===== src/rtl/insn_sequencer.sv =====
`timescale 1ns/1ps
`default_nettype none
// ============================================================================
// Module   : insn_sequencer
// Purpose  : Multi-cycle instruction sequencer for the pd-series RISC-V core.
//            Steps each instruction through FETCH, DECODE, EXEC, optional MEM
//            and WB. Handshakes with instruction and data memory, latches the
//            decode-stage control bits, counts retired instructions and halts
//            on illegal opcodes or memory ack timeouts.
// Ports    : clk, rst_n (async, active low)
//            opcode_i, regwren_i, memren_i, memwren_i, pcsel_i - sampled in DECODE
//            br_taken_i                                    - sampled in EXEC
//            imem_req_o / imem_ack_i                       - fetch handshake
//            dmem_req_o / dmem_we_o / dmem_ack_i           - data handshake
//            ir_we_o, rf_we_o, pc_we_o, pc_sel_o           - datapath strobes
//            state_o, retire_o, instret_o, halted_o, err_o - status
// Revision : 1.0 - initial release
// ============================================================================
module insn_sequencer #(
  parameter int DWIDTH  = 32,
  parameter int TIMEOUT = 255
) (
  input  logic              clk,
  input  logic              rst_n,
  input  logic [6:0]        opcode_i,
  input  logic              regwren_i,
  input  logic              memren_i,
  input  logic              memwren_i,
  input  logic              pcsel_i,
  input  logic              br_taken_i,
  output logic              imem_req_o,
  input  logic              imem_ack_i,
  output logic              dmem_req_o,
  output logic              dmem_we_o,
  input  logic              dmem_ack_i,
  output logic              ir_we_o,
  output logic              rf_we_o,
  output logic              pc_we_o,
  output logic              pc_sel_o,
  output logic [2:0]        state_o,
  output logic              retire_o,
  output logic [DWIDTH-1:0] instret_o,
  output logic              halted_o,
  output logic [1:0]        err_o
);

  typedef enum logic [2:0] {
    S_IDLE   = 3'd0,
    S_FETCH  = 3'd1,
    S_DECODE = 3'd2,
    S_EXEC   = 3'd3,
    S_MEM    = 3'd4,
    S_WB     = 3'd5,
    S_HALT   = 3'd6
  } state_t;

  localparam logic [6:0] OP_LUI    = 7'b0110111;
  localparam logic [6:0] OP_AUIPC  = 7'b0010111;
  localparam logic [6:0] OP_JAL    = 7'b1101111;
  localparam logic [6:0] OP_JALR   = 7'b1100111;
  localparam logic [6:0] OP_BRANCH = 7'b1100011;
  localparam logic [6:0] OP_LOAD   = 7'b0000011;
  localparam logic [6:0] OP_STORE  = 7'b0100011;
  localparam logic [6:0] OP_OPIMM  = 7'b0010011;
  localparam logic [6:0] OP_OP     = 7'b0110011;

  localparam logic [1:0] ERR_ILLEGAL = 2'b01;
  localparam logic [1:0] ERR_IMEM    = 2'b10;
  localparam logic [1:0] ERR_DMEM    = 2'b11;

  localparam logic [15:0] TIMEOUT_W = 16'(TIMEOUT);

  state_t              state_q,   state_d;
  logic [15:0]         wait_q,    wait_d;
  logic [6:0]          opcode_q,  opcode_d;
  logic                regwren_q, regwren_d;
  logic                memren_q,  memren_d;
  logic                memwren_q, memwren_d;
  logic                pcsel_q,   pcsel_d;
  logic                br_q,      br_d;
  logic [1:0]          err_q,     err_d;
  logic [DWIDTH-1:0]   instret_q, instret_d;

  function automatic logic is_legal(input logic [6:0] op);
    case (op)
      OP_LUI, OP_AUIPC, OP_JAL, OP_JALR, OP_BRANCH,
      OP_LOAD, OP_STORE, OP_OPIMM, OP_OP: is_legal = 1'b1;
      default:                            is_legal = 1'b0;
    endcase
  endfunction

  always_comb begin
    state_d    = state_q;
    // Any transition leaves the wait counter at zero; only an un-acked
    // request cycle that stays in place advances it.
    wait_d     = 16'd0;
    opcode_d   = opcode_q;
    regwren_d  = regwren_q;
    memren_d   = memren_q;
    memwren_d  = memwren_q;
    pcsel_d    = pcsel_q;
    br_d       = br_q;
    err_d      = err_q;
    instret_d  = instret_q;

    imem_req_o = 1'b0;
    dmem_req_o = 1'b0;
    dmem_we_o  = 1'b0;
    ir_we_o    = 1'b0;
    rf_we_o    = 1'b0;
    pc_we_o    = 1'b0;
    pc_sel_o   = 1'b0;
    retire_o   = 1'b0;

    case (state_q)
      S_IDLE: begin
        state_d = S_FETCH;
      end

      S_FETCH: begin
        imem_req_o = 1'b1;
        if (imem_ack_i) begin
          ir_we_o = 1'b1;
          state_d = S_DECODE;
        end else if (wait_q == TIMEOUT_W) begin
          // TIMEOUT un-acked cycles already tolerated; this is one past.
          state_d = S_HALT;
          err_d   = ERR_IMEM;
        end else begin
          wait_d  = wait_q + 16'd1;
        end
      end

      S_DECODE: begin
        opcode_d  = opcode_i;
        regwren_d = regwren_i;
        memren_d  = memren_i;
        memwren_d = memwren_i;
        pcsel_d   = pcsel_i;
        if (is_legal(opcode_i)) begin
          state_d = S_EXEC;
        end else begin
          state_d = S_HALT;
          err_d   = ERR_ILLEGAL;
        end
      end

      S_EXEC: begin
        br_d    = (opcode_q == OP_BRANCH) ? br_taken_i : 1'b0;
        state_d = (memren_q | memwren_q) ? S_MEM : S_WB;
      end

      S_MEM: begin
        dmem_req_o = 1'b1;
        // Store wins when both read and write were decoded.
        dmem_we_o  = memwren_q;
        if (dmem_ack_i) begin
          state_d = S_WB;
        end else if (wait_q == TIMEOUT_W) begin
          state_d = S_HALT;
          err_d   = ERR_DMEM;
        end else begin
          wait_d  = wait_q + 16'd1;
        end
      end

      S_WB: begin
        rf_we_o   = regwren_q;
        pc_we_o   = 1'b1;
        // Branches only redirect when the comparison was taken.
        pc_sel_o  = pcsel_q & ((opcode_q != OP_BRANCH) | br_q);
        retire_o  = 1'b1;
        instret_d = instret_q + DWIDTH'(1);
        state_d   = S_FETCH;
      end

      S_HALT: begin
        state_d = S_HALT;
      end

      default: begin
        state_d = S_IDLE;
      end
    endcase
  end

  always_ff @(posedge clk or negedge rst_n) begin
    if (!rst_n) begin
      state_q   <= S_IDLE;
      wait_q    <= 16'd0;
      opcode_q  <= 7'd0;
      regwren_q <= 1'b0;
      memren_q  <= 1'b0;
      memwren_q <= 1'b0;
      pcsel_q   <= 1'b0;
      br_q      <= 1'b0;
      err_q     <= 2'b00;
      instret_q <= '0;
    end else begin
      state_q   <= state_d;
      wait_q    <= wait_d;
      opcode_q  <= opcode_d;
      regwren_q <= regwren_d;
      memren_q  <= memren_d;
      memwren_q <= memwren_d;
      pcsel_q   <= pcsel_d;
      br_q      <= br_d;
      err_q     <= err_d;
      instret_q <= instret_d;
    end
  end

  assign state_o   = state_q;
  assign instret_o = instret_q;
  assign halted_o  = (state_q == S_HALT);
  assign err_o     = err_q;

endmodule
`default_nettype wire


===== config.mk =====
export PLATFORM = sky130hd
export DESIGN_NAME = insn_sequencer
export DESIGN_NICKNAME = d
export VERILOG_FILES = /design/src/rtl/insn_sequencer.sv
export SDC_FILE = /design/constraint.sdc
export NUM_CORES = 1
export LEC_CHECK = 0
export ABC_AREA = 1
export ABC_CLOCK_PERIOD_IN_PS = 1410
export CAP_MARGIN = 30
export CORE_AREA = 3 3 100 102
export DETAILED_ROUTE_END_ITERATION = 7
export DIE_AREA = 0 0 103 105
export DONT_BUFFER_PORTS = 1
export GPL_TIMING_DRIVEN = 0
export PLACE_DENSITY = 0.56
export RECOVER_POWER = 50
export SYNTH_ARGS = -nofsm -noshare
export SYNTH_HDL_FRONTEND = slang
export SYNTH_SLANG_ARGS = --single-unit
export TNS_END_PERCENT = 5

===== constraint.sdc =====
create_clock -name clk -period 1.41 [get_ports clk]
set_clock_uncertainty 0.15 [all_clocks]
set_input_delay 0.282 -clock clk [delete_from_list [all_inputs] [get_ports clk]]
set_output_delay 0.282 -clock clk [all_outputs]
set_load 0.02 [all_outputs]

# Word-level counts from Yosys, hierarchy flattened
# Index checks and enable logic that the tools add are counted.
# word_totals
ff_bits	65
latch_bits	0
mem_bits_rw	0
romBits	0
out_inout_bits	46
wordCells	70
mem_count	0
# op_classes
n_addsub	2
multipliers	0
n_div	0
order_cmp	0
eq_ne	23
n_shift	0
n_mux	27
n_bitwise	3
n_reduce_logical	5
# op_table
op	count
$mux W16	3
$add A32 B1 Y32 const B	1
$pmux W16 S2	1
$eq A7 B7 Y1 const B	4
$eq A7 B6 Y1 const B	3
$pmux W3 S6	1
$add A16 B1 Y16 const B	1
$eq A16 B8 Y1 const B	1
$eq A7 B5 Y1 const B	2
$mux W1	12
$mux W3	4
$mux W2	5
$ne A2 B2 Y1 const B	5
$eq A3 B3 Y1 const B	3
$reduce_or A9 Y1	1
$eq A7 B2 Y1 const B	1
$ne A7 B7 Y1 const B	1
$eq A3 B2 Y1 const B	2
$pmux W2 S3	1
$reduce_and A6 Y1	1
$eq A3 B1 Y1 const B	1
$logic_not A3 Y1	1
$reduce_bool A3 Y1	1
$or A1 B1 Y1	2
2 further kinds	2

# Longest topological paths before layout
# Gate-level depths: netlist of run 1.
# logic_depth
word_depth	6
ltp_mapped	10

# Worst setup path before layout of run 1
# Ideal clock, no wire load.
# synth_path
kind	flip-flop to flip-flop
start	register state_q[2], in the netlist state_o[2]
end	register instret_q[25], in the netlist instret_o[25]
arrival_time_ns	1.471
required_time_ns	1.137
path_slack_ns	-0.334
path_stages_with_launch	9
synth_period_minus_slack_ns	1.744
path_cell_list	dfrtp_1 > buf_4 > nand2_2 > nor2_4 > nand3b_2 > nor2_4 > nand2_2 > o21ai_0 > nand2_1
# synth_between
elab_chain_len	1
# synth_rtl
item	line	source
start: declaration	73	state_t state_q, state_d;
start signal: assignment	200	state_q <= state_d;
$eq A3 B3 Y1	115	case (state_q)
end signal: assignment	209	instret_q <= instret_d;
end: declaration	82	logic [DWIDTH-1:0] instret_q, instret_d;
# Every way passes these cells.
# A chain may end at the register's enable or synchronous reset.

# Final worst setup path of run 1
# layout_path
start	register state_q[0], in the netlist state_o[0]
end	output dmem_we_o
# layout_between
elab_chain_len	2
# layout_rtl
item	line	source
$eq A3 B3 Y1	115	
$mux W1	115	
end: declaration	34	output logic dmem_we_o,
# Every way passes these cells.

==> metrics.csv, run 1 <==
metric,value,unit
drt-total-wl,8350,um
hold_class,in -> async,
tightest_slew,463,ps
grt_usage,16.1,%
hold_viol,65,
fin_hold_ws,-513,ps
p_leak,1.97,nW
tns,-21100,ps
swShare,19.5,%
rr_startpoint,state_o[2],
p_clk_share,47.8,%
rsz0062_at_grt,yes,
initial_utilization,39.3,%
worstSetupPathType,reg -> out,
routabilityCongestion,0.837,
comb_power_share,1.1,%
synth_cell_type_count,30,
synth.most_common_cell,nand2_1,
netlist.area_leader.share,45.0,%
cts.sinks,65,
insertion_delay,330,ps
path_cells,"buf_6, buf_4, nor2_2, nand2_4, nor2_2",
diodes,0,
relSlewSlack,69.1,%
cts_made_buffers,9,
crit_path_max_fanout,5,
drc,0,
cap_violations,0,
violations,"negative hold slack, negative setup slack",
synth_nets,499,
layout_setup_ws,-560,ps
syn_inst,481,
drive_gt1_share,23.7,%
p_total,0.00365,W
r2r-end,instret_o[19],
cts-hold-fix-buffers,12,
reg2regPathDepth,8,
synth-async-reset-ratio,100,%
ir_drop,0.354,mV
grt_max_degree,66,
grt_pass1_vias,3005,
ios,62,
clockRootBuffer,clkbuf_8,
area_growth,22.7,%
dieArea,10800,um2
io_buffers,0,
grt-ovfl-total,0,
synth.cell_area,3610,um2
synth_flop_cell,dfrtp_1,
avgSynthCellArea,7.52,um2
die_y,105,um
core,9200,um2
p_int,0.00293,W
outcome,finished with violations,
synth_seq_area_share,45.0,%
reg2reg_setup_slack,-500,ps
nNetsFinal,536,
grt_pass1_wl,14000,um
yosysWarnings,0,
slew_viol_final,0,
final_antenna_net_count,0,
power_frac_seq,51.1,%
fin_crit_sh,140,%
critPathCaptureType,output port,
crit_required,980,ps
max_freq,0.508,GHz
antenna_found_initial,0,
vias,3097,
critical_path.max_stage_delay,460,ps
synth_edf_count,0,
fp.dieW,103,um
yosys-top-cells-count,"nand2_1, nor2_1, dfrtp_1",
fin_crit,1970,ps
cts_tree,done,
h-tree-depth,3,
worstPathArrival,1540,ps
p_sw,0.000712,W
drtPass1Iterations,4,
p_per_area,822,nW/um2
dp_slack,-658,ps
critPathSlowestCell,dfrtp_2,
cpMostUsedCell,nor2_2,
clk_path_buf_depth,2,
wl_per_cell,13.2,um
dpl.hpwl,5860,um
clkSlewWorstSetupHoldPaths,80,ps
synth_top_area_cell,dfrtp_1,
ys_top_cells_by_area,"dfrtp_1, nand2_1, nor2_1",
yosys_register_bits,65,
avgViaCountPerCell,4.88,
setup_violations,73,
row_count,35,
startpoint_type,register,
detail_route.iter0.violations,64,
[power by group through the flow]
stage	Clock, W	Combinational [W]	Sequential [W]
final	0.00174	0.0000393	0.00186
after global routing	0.00189	0.0000432	0.00186
after CTS	0.00182	0.0000383	0.00186
after detailed placement	0	0.0000115	0.00190
after global placement	0	0.0000112	0.00190
after floorplan	0	0.00000954	0.00190
[kinds of logic after synthesis]
| family | Yosys count | synth area share (%) |
|---|---|---|
| and+or+nand+nor | 301 | 38.0 |
| buffers and inverters | 69 | 7.86 |
| DFF | 65 | 45.0 |
| AOI/OAI and AO/OA | 24 | 3.57 |
| xor gates and xnor gates | 20 | 4.85 |
| adders and majority gates | 2 | 0.692 |
[per-stage QoR]
step | hold slack [ps] | util (%) | instance area, um2 | std cells
after floorplan | -164 | - | 3640 | 481
after global placement | -161 | 41.1 | 3780 | 592
after detailed placement | -161 | 41.1 | 3780 | 592
after CTS | -542 | 46.6 | 4290 | 626
after global routing | -544 | 48.2 | 4440 | 634
final | -513 | 48.2 | 4440 | 634
[sequential cells by signal (all words and copies together) (netlist names)]
name       count
opcode_q       7
regwren_q      1
memwren_q      1
wait_q        16
memren_q       1
br_q           1
pcsel_q        1
state_o        3
instret_o     32
err_o          2
[how the worst max path moves through the flow]
stage                           from            end  slack (ps)
after floorplan           state_o[0]  instret_o[26]        -260
after global placement    state_o[2]  instret_o[26]        -590
after detailed placement  state_o[2]  instret_o[26]        -660
after CTS                 state_o[2]       retire_o        -560
after global routing      state_o[0]       retire_o        -640
final                     state_o[0]      dmem_we_o        -560
[cell usage in the layout, fill, tap and decap left out, drive strengths merged, types with 8 or more instances in the layout]
master and n:
o21ai 12, clkbuf 13, dlygate4sd3 12, dfrtp 65, nand4 15, nand3 29
nor2 81, buf 20, inv 63, xnor2 8, nand2 162, xor2 12
[repair_timing]
action                                 CTS  global route
setup buffers                            6             8
endpoints found under the hold margin   77            65
gates resized for setup                 50            35
pin swaps                               12             9
setup endpoints to repair               73            74
cloned                                   0             0
[layout make-up]
class	instances	area (um2)
multi-input cells	347	1870
well taps	111	139
fillers	911	4760
inverters	63	244
repair buffers	26	238
flip-flops and latches	65	1660
clock inverters	3	65.1
plain buffers	6	67.6
clock buffers	13	149
[critical path: cells and delay by family (launching register included)]
family / cells / cell delay, ps
buffers and inverters: 2 / 280
and+or+nand+nor: 3 / 470
DFF: 1 / 460
[routing by layer]
layer | track usage [%] | vias up | part of all wire (%)
met3 | 4.87 | 10 | 5.5
met2 | 26.8 | 75 | 50
met5 | 0 | - | 0
met4 | 5.00 | 0 | 1.3
li1 | - | 1577 | -
met1 | 19.6 | 1435 | 44
Note: power is estimated with default switching activity, not from simulation.
==> run 2, diff against run 1 <==
--- a/config.mk
+++ b/config.mk
@@ -9,12 +9,14 @@
 export ABC_CLOCK_PERIOD_IN_PS = 1410
 export CAP_MARGIN = 30
 export CORE_AREA = 3 3 100 102
+export CTS_CLUSTER_SIZE = 30
 export DETAILED_ROUTE_END_ITERATION = 7
 export DIE_AREA = 0 0 103 105
 export DONT_BUFFER_PORTS = 1
 export GPL_TIMING_DRIVEN = 0
 export PLACE_DENSITY = 0.56
 export RECOVER_POWER = 50
+export SKIP_CTS_REPAIR_TIMING = 1
 export SYNTH_ARGS = -nofsm -noshare
 export SYNTH_HDL_FRONTEND = slang
 export SYNTH_SLANG_ARGS = --single-unit
==> metrics.csv, run 2 (synthesis gave the netlist of run 1 again) <==
metric,value,unit
clockRootBuffer,clkbuf_8,
drt-total-wl,8200,um
tightest_slew,474,ps
clk_path_buf_depth,2,
diodes,0,
relSlewSlack,68.3,%
die_y,105,um
ir_drop,0.353,mV
nNetsFinal,526,
fin_crit,1980,ps
antenna_found_initial,0,
fp.dieW,103,um
critPathCaptureType,output port,
layout_common_cells,"nand2_1, nor2_1, inv_1",
wl_per_cell,13.1,um
routabilityCongestion,0.837,
max_freq,0.504,GHz
setup_violations,72,
cap_violations,0,
startpoint_type,register,
layout_setup_ws,-575,ps
cts_made_buffers,9,
dp_slack,-658,ps
cts_tree,done,
vias,3044,
fin_crit_sh,141,%
largest_reg_flops,32,
row_count,35,
drive_gt1_share,17.7,%
worstSetupPathType,reg -> out,
worstPathArrival,1550,ps
p_leak,1.92,nW
slew_viol_final,0,
grt_pass1_vias,2838,
critPathSlowestCell,dfrtp_2,
cpMostUsedCell,buf_6,
grt_max_degree,66,
detail_route.iter0.violations,79,
area_growth,18.0,%
drtPass1Iterations,5,
core,9200,um2
crit_required,980,ps
path_cells,"buf_6, nand2_4, nor2_4, buf_6",
ios,62,
h-tree-depth,3,
dpl.hpwl,5860,um
avgViaCountPerCell,4.88,
clkSlewWorstSetupHoldPaths,80,ps
grt_pass1_wl,13400,um
hold_class,in -> async,
cts.sinks,65,
p_per_area,856,nW/um2
mostFrequentLayoutCell,nand2_1,
drc,0,
final_antenna_net_count,0,
fin_hold_ws,-519,ps
grt-ovfl-total,0,
outcome,finished with violations,
grt_usage,15.4,%
critical_path.max_stage_delay,440,ps
hold_viol,65,
crit_path_max_fanout,8,
violations,"negative hold slack, negative setup slack",
dieArea,10800,um2
tns,-19710,ps
rsz0062_at_grt,yes,
insertion_delay,340,ps
initial_utilization,39.3,%
fin_util,46.4,%
io_buffers,0,
-- run 2: cell count changes in the layout (fill, tap and decap cells not counted), sizes merged --
cell / previous run / this run
buf: 20 / 10
-- run 2: critical path, delay by kind of cell (launching register included) --
kind	cells	cell delay [ps]
flip-flops	1	440
AND/OR/NAND/NOR	2	420
buffers and inverters	2	350
-- run 2: final cells by class --
type                    instances  area, um2
fillers                       933       4930
multi-input cells             347       1810
flip-flops and latches         65       1650
inverters                      63        239
clock buffers                  13        149
repair buffers                 16        148
well taps                     111        139
clock inverters                 3       65.1
plain buffers                   6       63.8
-- run 2: through the flow --
stage / instance area [um2] / power, W / cells / hold slack, ps
floorplan: 3640 / 0.00191 / 481 / -164
global placement: 3780 / 0.00191 / 592 / -161
detailed placement: 3780 / 0.00191 / 592 / -161
CTS: 3990 / 0.00370 / 608 / -542
global route: 4270 / 0.00379 / 624 / -544
finish: 4270 / 0.00365 / 624 / -519
-- run 2: worst paths after layout --
path | startpoint | endpoint | slack (ps) | depth (start not counted)
max | state_o[0] | retire_o | -570 | 4
min | rst_n | instret_o[13] | -520 | 0
max reg2reg | state_o[0] | instret_o[19] | -520 | 8
min reg2reg | wait_q[0] | wait_q[0] | 310 | 1
max in group asynchronous | rst_n | state_o[2] | 1500 | 0
min in group clk | imem_ack_i | state_o[0] | 30 | 3
-- run 2: report_power, final --
| part | internal [W] | switching (W) |
|---|---|---|
| Sequential | 0.00186 | 0 |
| Combinational | 0.0000258 | 0.0000125 |
| Clock | 0.00104 | 0.000704 |
| Total | 0.00293 | 0.000716 |
-- run 2: routing by layer --
metal  up-vias  GRT usage, %  routed length [um]
met4         0          5.00                 125
met1      1409          19.1                3610
met3        11          5.21                 451
met2        70          24.8                4010
li1       1554             -                   -
met5         -             0                   0
==> run 3, diff against run 2 <==
--- a/config.mk
+++ b/config.mk
@@ -5,16 +5,14 @@
 export SDC_FILE = /design/constraint.sdc
 export NUM_CORES = 1
 export LEC_CHECK = 0
-export ABC_AREA = 1
 export ABC_CLOCK_PERIOD_IN_PS = 1410
 export CAP_MARGIN = 30
-export CORE_AREA = 3 3 100 102
+export CORE_AREA = 3 3 92 94
 export CTS_CLUSTER_SIZE = 30
 export DETAILED_ROUTE_END_ITERATION = 7
-export DIE_AREA = 0 0 103 105
-export DONT_BUFFER_PORTS = 1
+export DIE_AREA = 0 0 95 97
 export GPL_TIMING_DRIVEN = 0
-export PLACE_DENSITY = 0.56
+export PLACE_DENSITY = 0.67
 export RECOVER_POWER = 50
 export SKIP_CTS_REPAIR_TIMING = 1
 export SYNTH_ARGS = -nofsm -noshare
==> metrics.csv, run 3 <==
metric,value,unit
cts.sinks,65,
avgSynthCellArea,10.8,um2
yosys_register_bits,65,
vias,2447,
dpl_cell_area,3840,um2
avgViaCountPerCell,5.09,
netlist.area_leader.share,52.8,%
grt_pass1_wl,11200,um
final_antenna_net_count,0,
synth_top_family_by_area,simple AND/OR/NAND/NOR gates,
grt_max_degree,66,
layout_common_cells,"dfrtp_1, xnor2_1, nor2_1",
clkSlewWorstSetupHoldPaths,80,ps
clk_path_buf_depth,2,
synth-compound-area-share,3.17,%
dp_cells,449,
nNetsFinal,392,
max_freq,0.430,GHz
reg2regPathDepth,4,
insertion_delay,340,ps
power_frac_seq,40.3,%
routabilityCongestion,0.761,
dp_slack,-1040,ps
cpMostUsedCell,or4_4,
wl_per_cell,14.4,um
fin_crit_sh,165,%
fin_util,54.2,%
worstPathArrival,2400,ps
synth-async-reset-ratio,100,%
hold_viol,65,
cts_tree,done,
diodes,0,
synth-xor-area-share,12.8,%
hold_class,in -> async,
synth.most_common_cell,dfrtp_1,
setup_violations,75,
synth_flop_cell,dfrtp_1,
violations,"negative hold slack, negative setup slack",
antenna_found_initial,0,
grt_pass1_vias,2393,
drive_gt1_share,33.2,%
startpoint,wait_q[13],
endpoint,err_o[0],
row_count,32,
synth_nets,303,
tns,-37870,ps
core,7730,um2
swShare,33.2,%
fin_area,4190,um2
rsz0062_at_grt,yes,
slew_viol_final,0,
drc,0,
synth.cell_area,3080,um2
die_y,97,um
instances_no_fill,481,
critPathCaptureType,register,
p_leak,1.87,nW
synth-simple-area-share,23.8,%
yosysWarnings,0,
p_clk_share,25.8,%
p_int,0.00419,W
fin_crit,2330,ps
relSlewSlack,41.5,%
r2r-end,err_o[0],
area_growth,36.0,%
outcome,finished with violations,
cap_violations,0,
syn_inst,285,
h-tree-depth,3,
critical_path.max_stage_delay,530,ps
grt_usage,15.4,%
p_sw,0.00208,W
io_buffers,61,
drt-total-wl,6910,um
layout_setup_ws,-918,ps
clockRootBuffer,clkbuf_8,
synth_mux_area_share,4.39,%
synth_fa_ha_area_share,0.812,%
path_cells,"or4_4, or4_4, or3_1, a221o_1",
reg2reg_setup_slack,-920,ps
worstSetupPathType,reg -> reg,
crit_required,1480,ps
synth_edf_count,0,
ir_drop,0.939,mV
drtPass1Iterations,4,
startpoint_type,register,
comb_power_share,33.9,%
detail_route.iter0.violations,92,
fin_hold_ws,-65.0,ps
cts_made_buffers,9,
dpl.hpwl,4700,um
largest_reg_flops,32,
synth_cell_type_count,42,
synth_top_area_cell,dfrtp_1,
fp.dieW,95,um
grt-ovfl-total,0,
mostFrequentLayoutCell,dfrtp_1,
critPathSlowestCell,or4_4,
rr_startpoint,wait_q[13],
p_per_area,1500,nW/um2
tightest_slew,877,ps
worst-path-stages,4,
initial_utilization,39.9,%
synth_seq_area_share,52.8,%
ys_top_cells_by_area,"dfrtp_1, xnor2_1, nand4_1",
dieArea,9220,um2
crit_buf_inv,0,
ios,62,
fill_cells,683,
critPathTopFamily,simple AND/OR/NAND/NOR gates,
yosys-top-cells-count,"dfrtp_1, xnor2_1, nor2_1",
crit_path_max_fanout,3,
==> run 3: cell types whose count changed after synthesis, moves of 11 or more <==
cell | previous run | this run
xnor2_1 | 8 | 40
nand3_1 | 26 | 15
nor2_1 | 68 | 26
mux2_2 | 0 | 12
inv_1 | 60 | 7
nand2_1 | 159 | 16
==> run 3: metal layers <==
layer / share of wire, % / wire length, um / track usage [%] / up-vias
met2: 48 / 3310 / 23.8 / 55
met4: 1.3 / 91 / 6.66 / 0
met1: 46 / 3140 / 20.2 / 1187
met5: 0 / 0 / 0 / -
met3: 5.2 / 359 / 3.89 / 10
li1: - / - / - / 1195
==> run 3: area by class of cell <==
class                           instances  area [um2]  area share, %
Inverter                                8        36.3          0.866
Tap cell                              102         128           3.05
Timing Repair Buffer                   78         614           14.7
Buffer                                  9        82.6           1.97
Sequential cell                        65        1640           39.2
Clock buffer                           10         138           3.29
Multi-Input combinational cell        203        1480           35.4
Clock inverter                          6        66.3           1.58
==> run 3: worst min-delay path by stage <==
| stage | from | end | slack [ps] | depth (start not counted) |
|---|---|---|---|---|
| final | rst_n | instret_o[18] | -70 | 1 |
| after global routing | rst_n | instret_o[18] | 9 | 1 |
| after CTS | rst_n | instret_o[19] | -90 | 1 |
| after detailed placement | rst_n | instret_o[18] | 280 | 1 |
| after global placement | instret_o[31] | instret_o[31] | 310 | 1 |
| after floorplan | rst_n | br_q | -160 | 0 |
==> run 3: per-stage QoR <==
stage	hold WS (ps)	total power (W)
5_1_grt	8.70	0.00667
4_1_cts	-93.9	0.00595
2_1_floorplan	-164	0.00356
3_5_place_dp	284	0.00431
3_3_place_gp	310	0.00427
6_report	-65.0	0.00628
==> run 3: kinds of logic (layout without fill, tap and decap cells) <==
logic type / count (synthesis) / count (layout)
flip-flops: 65 / 65
multiplexers: 12 / 12
XOR/XNOR: 45 / 45
buffers and inverters: 17 / 111
adder cells (fa/ha/maj): 2 / 2
AO/OA/AOI/OAI: 13 / 13
AND/OR/NAND/NOR: 131 / 131
==> run 3: power by group through the flow <==
| stage | logic, W | clock network [W] | registers [W] |
|---|---|---|---|
| floorplan | 0.000964 | 0 | 0.00259 |
| global placement | 0.00175 | 0 | 0.00251 |
| detailed placement | 0.00179 | 0 | 0.00252 |
| CTS | 0.00180 | 0.00167 | 0.00248 |
| global route | 0.00232 | 0.00177 | 0.00258 |
| finish | 0.00213 | 0.00162 | 0.00253 |
